### config.mk
export PLATFORM = sky130hd
export DESIGN_NAME = core_mem_arbiter
export DESIGN_NICKNAME = d
export VERILOG_FILES = /design/src/rtl/core_mem_arbiter.sv
export SDC_FILE = /design/constraint.sdc
export NUM_CORES = 1
export LEC_CHECK = 0
export BUFFER_PORTS_ARGS = -buffer_cell sky130_fd_sc_hd__buf_2
export CORE_MARGIN = 2
export CORE_UTILIZATION = 51
export CTS_CLUSTER_DIAMETER = 60
export CTS_CLUSTER_SIZE = 12
export DETAILED_ROUTE_END_ITERATION = 16
export PLACE_DENSITY = 0.86
export REMOVE_ABC_BUFFERS = 1
export SLEW_MARGIN = 20
export SYNTH_ARGS = -nofsm -noshare
export SYNTH_HDL_FRONTEND = slang
export SYNTH_SLANG_ARGS = --single-unit
### constraint.sdc
create_clock -name clk -period 2.51 [get_ports clk]
set_input_delay 0.3765 -clock clk [delete_from_list [all_inputs] [get_ports clk]]
set_output_delay 0.3765 -clock clk [all_outputs]
set_load 0.005 [all_outputs]
### src/rtl/core_mem_arbiter.sv
// core_mem_arbiter: shares one main-memory bus between the instruction-fetch
// port and the data port. One access in flight at a time; simultaneous requests
// are served round-robin. A watchdog aborts accesses whose response never comes.
module core_mem_arbiter #(
  parameter int unsigned ADDR_WIDTH     = 32,
  parameter int unsigned DATA_WIDTH     = 32,
  parameter int unsigned TIMEOUT_CYCLES = 1024
) (
  input  logic                  clk,
  input  logic                  reset,
  // Instruction-fetch port (read only)
  input  logic                  instr_req_i,
  input  logic [ADDR_WIDTH-1:0] instr_addr_i,
  output logic                  instr_ack_o,
  output logic [DATA_WIDTH-1:0] instr_rdata_o,
  output logic                  instr_err_o,
  // Data port
  input  logic                  data_req_i,
  input  logic                  data_we_i,
  input  logic [ADDR_WIDTH-1:0] data_addr_i,
  input  logic [DATA_WIDTH-1:0] data_wdata_i,
  output logic                  data_ack_o,
  output logic [DATA_WIDTH-1:0] data_rdata_o,
  output logic                  data_err_o,
  // Main-memory bus
  output logic                  mem_read_o,
  output logic                  mem_write_o,
  output logic [ADDR_WIDTH-1:0] mem_addr_o,
  output logic [DATA_WIDTH-1:0] mem_wdata_o,
  input  logic [DATA_WIDTH-1:0] mem_rdata_i,
  input  logic                  mem_response_i
);

  // The counter holds the number of BUSY cycles already spent without a
  // response, so it only ever needs to reach TIMEOUT_CYCLES-1.
  localparam int unsigned CntW = (TIMEOUT_CYCLES > 1) ? $clog2(TIMEOUT_CYCLES) : 1;
  localparam logic [CntW-1:0] CntLast =
      (TIMEOUT_CYCLES > 0) ? CntW'(TIMEOUT_CYCLES - 1) : '0;
  localparam bit WdogOn = (TIMEOUT_CYCLES != 0);

  localparam logic OwnInstr = 1'b0;
  localparam logic OwnData  = 1'b1;

  typedef enum logic [1:0] {StIdle, StBusy, StResp} state_e;

  state_e                state_q, state_d;
  logic                  owner_q, owner_d;
  logic                  last_q, last_d;
  logic [CntW-1:0]       cnt_q, cnt_d;
  logic                  rd_q, rd_d;
  logic                  wr_q, wr_d;
  logic [ADDR_WIDTH-1:0] addr_q, addr_d;
  logic [DATA_WIDTH-1:0] wdata_q, wdata_d;
  logic                  iack_q, iack_d;
  logic                  dack_q, dack_d;
  logic                  ierr_q, ierr_d;
  logic                  derr_q, derr_d;
  logic [DATA_WIDTH-1:0] irdata_q, irdata_d;
  logic [DATA_WIDTH-1:0] drdata_q, drdata_d;

  logic grant_any;
  logic grant_data;
  logic timeout;

  // Arbitration and watchdog decode shared by the next-state and output logic.
  always_comb begin
    grant_any  = instr_req_i | data_req_i;
    // Data wins alone, or on a tie when instr was the port served last.
    grant_data = data_req_i & (~instr_req_i | (last_q == OwnInstr));
    // A response in the same cycle takes priority over the watchdog.
    timeout    = WdogOn && (state_q == StBusy) && !mem_response_i && (cnt_q == CntLast);
  end

  // State register.
  always_ff @(posedge clk) begin
    if (reset) begin
      state_q <= StIdle;
    end else begin
      state_q <= state_d;
    end
  end

  // Next-state logic.
  always_comb begin
    state_d = state_q;
    unique case (state_q)
      StIdle:  if (grant_any) state_d = StBusy;
      StBusy:  if (mem_response_i || timeout) state_d = StResp;
      StResp:  state_d = StIdle;
      default: state_d = StIdle;
    endcase
  end

  // Next values of the registered bus, handshake and datapath outputs.
  always_comb begin
    owner_d  = owner_q;
    last_d   = last_q;
    cnt_d    = cnt_q;
    rd_d     = rd_q;
    wr_d     = wr_q;
    addr_d   = addr_q;
    wdata_d  = wdata_q;
    iack_d   = 1'b0;
    dack_d   = 1'b0;
    ierr_d   = 1'b0;
    derr_d   = 1'b0;
    irdata_d = irdata_q;
    drdata_d = drdata_q;
    unique case (state_q)
      StIdle: begin
        if (grant_any) begin
          owner_d = grant_data ? OwnData : OwnInstr;
          addr_d  = grant_data ? data_addr_i : instr_addr_i;
          if (grant_data) wdata_d = data_wdata_i;
          rd_d    = ~(grant_data & data_we_i);
          wr_d    = grant_data & data_we_i;
          cnt_d   = '0;
        end
      end
      StBusy: begin
        if (mem_response_i) begin
          rd_d = 1'b0;
          wr_d = 1'b0;
          if (owner_q == OwnData) begin
            dack_d = 1'b1;
            if (rd_q) drdata_d = mem_rdata_i;
          end else begin
            iack_d = 1'b1;
            if (rd_q) irdata_d = mem_rdata_i;
          end
        end else if (timeout) begin
          rd_d = 1'b0;
          wr_d = 1'b0;
          if (owner_q == OwnData) begin
            dack_d   = 1'b1;
            derr_d   = 1'b1;
            drdata_d = '0;
          end else begin
            iack_d   = 1'b1;
            ierr_d   = 1'b1;
            irdata_d = '0;
          end
        end else if (WdogOn) begin
          cnt_d = cnt_q + 1'b1;
        end
      end
      StResp: begin
        last_d = owner_q;
      end
      default: ;
    endcase
  end

  // Output and datapath registers.
  always_ff @(posedge clk) begin
    if (reset) begin
      owner_q  <= OwnInstr;
      last_q   <= OwnData;
      cnt_q    <= '0;
      rd_q     <= 1'b0;
      wr_q     <= 1'b0;
      addr_q   <= '0;
      wdata_q  <= '0;
      iack_q   <= 1'b0;
      dack_q   <= 1'b0;
      ierr_q   <= 1'b0;
      derr_q   <= 1'b0;
      irdata_q <= '0;
      drdata_q <= '0;
    end else begin
      owner_q  <= owner_d;
      last_q   <= last_d;
      cnt_q    <= cnt_d;
      rd_q     <= rd_d;
      wr_q     <= wr_d;
      addr_q   <= addr_d;
      wdata_q  <= wdata_d;
      iack_q   <= iack_d;
      dack_q   <= dack_d;
      ierr_q   <= ierr_d;
      derr_q   <= derr_d;
      irdata_q <= irdata_d;
      drdata_q <= drdata_d;
    end
  end

  assign instr_ack_o   = iack_q;
  assign instr_err_o   = ierr_q;
  assign instr_rdata_o = irdata_q;
  assign data_ack_o    = dack_q;
  assign data_err_o    = derr_q;
  assign data_rdata_o  = drdata_q;
  assign mem_read_o    = rd_q;
  assign mem_write_o   = wr_q;
  assign mem_addr_o    = addr_q;
  assign mem_wdata_o   = wdata_q;

endmodule

==> results of run 1 <==
worst max-delay path: cells and delay by family, from the launching register on:
kind,cells,cell delay [ns]
AOI/OAI and AO/OA,2,0.56
buffers and inverters,1,0.34
DFF,1,0.36
adders and majority gates,1,0.23
and+or+nand+nor,3,0.48
per-stage QoR:
stage / TNS (ns) / setup slack, ns / power [mW] / hold WS (ns) / utilization
after floorplan: -190.01 / -3.684 / 2.814 / 0.4383 / -
after global placement: 0 / 0.6074 / 3.134 / 0.4391 / 0.6230
after detailed placement: 0 / 0.4985 / 3.146 / 0.4434 / 0.6230
after CTS: 0 / 0.4410 / 5.700 / 0.1936 / 0.6758
after global routing: 0 / 0.3177 / 5.863 / 0.2085 / 0.6758
final: 0 / 0.4414 / 5.647 / 0.2088 / 0.6758
cell families after synthesis:
| logic type | count (synthesis) | share of synthesized area |
|---|---|---|
| AO/OA/AOI/OAI | 149 | 0.1506 |
| XOR/XNOR | 6 | 0.008900 |
| buffers and inverters | 57 | 0.07881 |
| adder cells (fa/ha/maj) | 1 | 0.002118 |
| multiplexers | 33 | 0.05593 |
| AND/OR/NAND/NOR | 273 | 0.2019 |
| flip-flops | 148 | 0.5017 |
routing by layer:
| metal | track usage | up-vias |
|---|---|---|
| li1 | - | 2768 |
| met1 | 0.2703 | 2511 |
| met2 | 0.4268 | 229 |
| met3 | 0.05171 | 25 |
| met4 | 0.09630 | 0 |
| met5 | 0 | - |
power by group through the flow:
stage | sequential, mW | clock [mW] | combinational, mW
2_1_floorplan | 2.56 | 0 | 0.251
3_5_place_dp | 2.55 | 0 | 0.591
6_report | 2.50 | 2.56 | 0.586
5_1_grt | 2.52 | 2.69 | 0.654
4_1_cts | 2.50 | 2.60 | 0.593
3_3_place_gp | 2.55 | 0 | 0.583
state kept, by name (all words and copies together), names as in the netlist:
name           flops
cnt_q             10
data_ack_o         1
data_err_o         1
data_rdata_o      32
instr_ack_o        1
instr_err_o        1
instr_rdata_o     32
last_q             1
mem_addr_o        32
mem_read_o         1
mem_wdata_o       32
mem_write_o        1
owner_q            1
state_q            2
worst paths after layout:
check | start | to | slack [ns] | cells after the start
worst max-delay path | cnt_q[0] | data_rdata_o[15] | 0.44 | 7
worst min register to register | mem_wdata_o[21] | mem_wdata_o[21] | 0.45 | 2
worst min-delay path | data_wdata_i[11] | mem_wdata_o[11] | 0.21 | 3
worst max register to register | cnt_q[0] | data_rdata_o[15] | 0.44 | 7
layout by cell type, fill, tap and decap left out, types with 2 or more instances in the layout:
cell type,count
clkbuf_16,17
o21ai_0,3
o211ai_1,3
nor3_1,2
xnor2_1,3
nor2b_1,3
clkbuf_8,3
buf_12,3
nand3_1,66
a21oi_1,100
dfxtp_1,148
and2_1,2
xor2_1,3
clkinv_2,5
a211oi_1,34
nor2_1,47
bufinv_16,3
nand2_1,136
o21ai_2,2
clkinvlp_4,2
and3_1,2
mux2i_1,33
nand4_1,2
buf_2,266
nand2b_1,2
buf_4,8
final cells by class:
class                      instances  area [sq um]
clock buffer                      21         470.5
clock inverter                    10         130.1
fill                             947          3686
multi-input combinational        462          2490
sequential                       148          2963
tap                              143         178.9
timing repair buffer             277          1451
cell usage after synthesis (2+ instances only):
cell type	number
nor2_1	47
nand4_1	2
clkbuf_1	22
xor2_1	3
clkbuf_8	9
nand2_1	136
and3_1	2
dfxtp_1	148
xnor2_1	3
mux2i_1	33
and2_1	2
a21oi_1	100
o21ai_2	2
a211oi_1	34
o211ai_1	3
nand2b_1	2
buf_8	6
nor2b_1	3
nand3_1	66
buf_4	3
buf_6	4
o21ai_0	3
buf_2	10
nor3_1	2
==> impl_metrics.env, run 1 <==
export IMPL_crit_slowest_cell="o41ai_4"
export IMPL_instances_no_fill=1061
export IMPL_place_inst=1030
export IMPL_finalHoldViolations=0
export IMPL_wl_met1_um=5950
export IMPL_synth_cell_area_sq_um=5906
export IMPL_max_slew_margin=0.5659
export IMPL_fin_crit_ns=2.069
export IMPL_post_cts_buffers=0
export IMPL_fp_dieW_um=111.6
export IMPL_fp_dieH_um=111.6
export IMPL_maxSlewViolCount=0
export IMPL_status="finished clean"
export IMPL_ys_top_cells_by_area="dfxtp_1, nand2_1, a21oi_1"
export IMPL_synthArstFlopShare=0
export IMPL_top_layer_used="met4"
export IMPL_syn_to_final_growth_pct=30.11
export IMPL_cts_tree="built"
export IMPL_rows=39
export IMPL_clk_latency_ns=0.40
export IMPL_grt_max_degree=141
export IMPL_clkTransAtPathRegs_ns=0.06
export IMPL_ys_warn_count=0
export IMPL_antenna_found_initial=0
export IMPL_ys_flop_type="dfxtp_1"
export IMPL_start_kind="register"
export IMPL_setup_viol=0
export IMPL_start_util=0.5194
export IMPL_ir_worst_vdd_mv=0.4777
export IMPL_syn_instance_count=667
export IMPL_power_switching_mw=1.303
export IMPL_cts_hold_buf=0
export IMPL_ys_seq_area_frac=0.5017
export IMPL_diodes=0
export IMPL_cts_root_buf="clkbuf_16"
export IMPL_end_kind="register"
export IMPL_comb_power_share=0.104
export IMPL_ys_ff_latch=148
export IMPL_internal_power_mw=4.343
export IMPL_maxCapViolCount=0
export IMPL_dpl_hpwl_um=10450
export IMPL_cts_sinks=148
export IMPL_setup_worst_path_class="register to register"
export IMPL_wl_um=15080
export IMPL_synth_edf_count=0
export IMPL_routedWlPerCell_um=14.21
export IMPL_drc=0
export IMPL_io_pin_count=268
export IMPL_avgSynthCellArea_sq_um=8.854
export IMPL_tightest_slew_ns=0.6511
export IMPL_worstPathMaxFanout=32
export IMPL_drt_pass1_iter_count=5
export IMPL_drt_iter0_markers=562
export IMPL_synth_top_area_share=0.5017
export IMPL_synth_cell_types=46
export IMPL_die_area_sq_um=12460
export IMPL_viasPerCell=5.215
export IMPL_clock_power_share=0.453
export IMPL_grt_pass1_vias=5166
export IMPL_wl_met3_um=1087
export IMPL_seqPwrFrac=0.444
export IMPL_clock_skew_ns=0.005177
export IMPL_core_area_sq_um=11370
export IMPL_ant_nets=0
export IMPL_grt_overflow=0
export IMPL_num_vias=5533
export IMPL_track_usage=0.2360
export IMPL_fin_area_sq_um=7684
export IMPL_wl_met2_um=7742
export IMPL_cpPeakStageDelay_ns=0.37
export IMPL_finalNetCount=1041
export IMPL_cts_resized=0
export IMPL_htreeDepth=4
export IMPL_switching_share=0.2308
export IMPL_path_cells="ha_1 > nand3_4 > o41ai_4 > and3_1 > buf_4 > nand3_1 > a21oi_1"
export IMPL_rsz0062_at_grt="no"
export IMPL_cp_required_ns=2.83
export IMPL_power_density_nw_per_um2=734.9
export IMPL_grt_pass1_wl_um=24040
export IMPL_fin_crit_sh=0.8242
export IMPL_gp_congestion=0.8183
export IMPL_worstPathArrival_ns=2.39
export IMPL_leakage_nw=3.428
export IMPL_postPlaceCellArea_sq_um=7083
export IMPL_drive_above_1_share=0.3453
export IMPL_hold_path_class="primary input to register"
export IMPL_portBuffers=267
export IMPL_clock_fmax_mhz=483.4
export IMPL_numCtsBuffers=17
export IMPL_synth_top_cell_by_area="dfxtp_1"
export IMPL_clockBufferDepth=2
No activity file was read; power rests on OpenSTA's default activity.
==> run 2: changes to the inputs <==
CORE_UTILIZATION = 42   (was 51)
PLACE_DENSITY = 0.76   (was 0.86)
clock period = 1.9 ns   (was 2.51 ns; I/O delays follow)
==> impl_metrics.env, run 2 (synthesis results as in run 1) <==
export IMPL_status="finished clean"
export IMPL_hold_slack_ns=0.1022
export IMPL_cp_required_ns=2.18
export IMPL_cts_tree="built"
export IMPL_cp_common_cell="buf_4"
export IMPL_portBuffers=267
export IMPL_layout_setup_ws_ns=0.1005
export IMPL_start_util=0.4271
export IMPL_clock_fmax_mhz=555.7
export IMPL_hold_path_class="primary input to register"
export IMPL_clockBufferDepth=2
export IMPL_grt_pass1_wl_um=22760
export IMPL_drc=0
export IMPL_dpl_hpwl_um=10520
export IMPL_cts_hold_buf=0
export IMPL_gp_congestion=0.8296
export IMPL_finalHoldViolations=0
export IMPL_power_density_nw_per_um2=928.8
export IMPL_fin_crit_ns=1.800
export IMPL_pre_cts_ws_ns=0.01294
export IMPL_hold_depth=3
export IMPL_postPlaceCellArea_sq_um=7209
export IMPL_setup_worst_path_class="register to register"
export IMPL_fillCellCount=1261
export IMPL_final_cell_mix="buf_2, dfxtp_1, nand2_1, a21oi_1, nand3_1"
export IMPL_total_power_mw=7.320
export IMPL_tightest_slew_ns=0.5917
export IMPL_num_vias=5494
export IMPL_setup_viol=0
export IMPL_drt_iter0_markers=348
export IMPL_io_pin_count=268
export IMPL_cpPeakStageDelay_ns=0.36
export IMPL_drt_pass1_iter_count=4
export IMPL_leakage_nw=3.485
export IMPL_fin_crit_sh=0.9471
export IMPL_syn_to_final_growth_pct=33.45
export IMPL_maxSlewViolCount=0
export IMPL_clock_skew_ns=0.01033
export IMPL_grt_overflow=0
export IMPL_routedWlPerCell_um=13.84
export IMPL_start_kind="register"
export IMPL_drive_above_1_share=0.3625
export IMPL_clkTransAtPathRegs_ns=0.06
export IMPL_rows=43
export IMPL_r2r_cells=9
export IMPL_ant_nets=0
export IMPL_grt_pass1_vias=4777
export IMPL_maxCapViolCount=0
export IMPL_htreeDepth=4
export IMPL_max_slew_margin=0.6055
export IMPL_track_usage=0.1931
export IMPL_fp_dieW_um=122.6
export IMPL_wl_um=15340
export IMPL_end_kind="register"
export IMPL_path_cells="ha_4 > nand3_4 > o41ai_4 > buf_4 > nand3b_1 > buf_4 > clkbuf_16 > nand2_1 > a21oi_1"
export IMPL_worstPathMaxFanout=16
export IMPL_die_area_sq_um=15030
export IMPL_viasPerCell=4.958
export IMPL_core_area_sq_um=13830
export IMPL_grt_max_degree=79
export IMPL_fp_dieH_um=122.6
export IMPL_finalNetCount=1049
export IMPL_cts_root_buf="clkbuf_16"
export IMPL_fin_area_sq_um=7881
export IMPL_numCtsBuffers=17
export IMPL_final_common_cell="buf_2"
export IMPL_worstPathArrival_ns=2.08
export IMPL_cts_sinks=148
export IMPL_antenna_found_initial=1
export IMPL_crit_slowest_cell="dfxtp_2"
export IMPL_ir_worst_vdd_mv=0.5337
export IMPL_clk_latency_ns=0.41
==> run 2: cell count changes in the layout (fill, tap and decap cells not counted), moves of 2 or more <==
cell and change:
dfxtp_1 -8, dfxtp_2 +8, buf_12 +4, clkbuf_8 -3
buf_4 +2, clkbuf_16 +2, inv_6 +2
==> run 2: area by class of cell <==
class                           count  area, sq um  share of cell area
Antenna cell                        1        2.502           0.0003175
Clock buffer                       19        432.9             0.05493
Clock inverter                     13        133.9             0.01699
Multi-Input combinational cell    462         2517              0.3194
Sequential cell                   148         2973              0.3772
Tap cell                          180        225.2             0.02858
Timing Repair Buffer              285         1597              0.2026
==> run 2: critical path, delay by kind of cell (launching register included) <==
family / cells / cell delay [ns]
compound gates: 2 / 0.36
fa+ha+maj: 1 / 0.15
buf+inv: 3 / 0.53
flops: 1 / 0.36
simple gates: 3 / 0.25
==> run 2: path summary, 6_finish.rpt <==
path,slack [ns],endpoint,from
worst max register to register,0.10,instr_rdata_o[31],cnt_q[0]
worst max-delay path,0.10,instr_rdata_o[31],cnt_q[0]
worst min register to register,0.45,instr_rdata_o[0],instr_rdata_o[0]
worst min-delay path,0.10,mem_wdata_o[22],data_wdata_i[22]
==> run 2: power breakdown <==
group	switching [mW]	internal, mW
Clock	1.28	1.93
Combinational	0.430	0.370
Sequential	0.0682	3.24
Total	1.78	5.54
==> run 2: layer usage <==
layer	global-route usage	routed length, um
met5	0	0
met1	0.2277	6397
met3	0.07900	1410
met4	0.06537	135
met2	0.3181	7394
==> run 2: timing repair <==
item / CTS / global route
gates resized for setup: 0 / 13
setup endpoints to repair: 0 / 64
setup buffers: 0 / 2
==> run 2: through the flow <==
step / setup TNS [ns] / utilization / instances
floorplan: -236.46 / - / 610
global placement: 0 / 0.5214 / 1071
detailed placement: 0 / 0.5214 / 1071
CTS: 0 / 0.5624 / 1103
global route: -0.04239 / 0.5698 / 1107
finish: 0 / 0.5700 / 1108
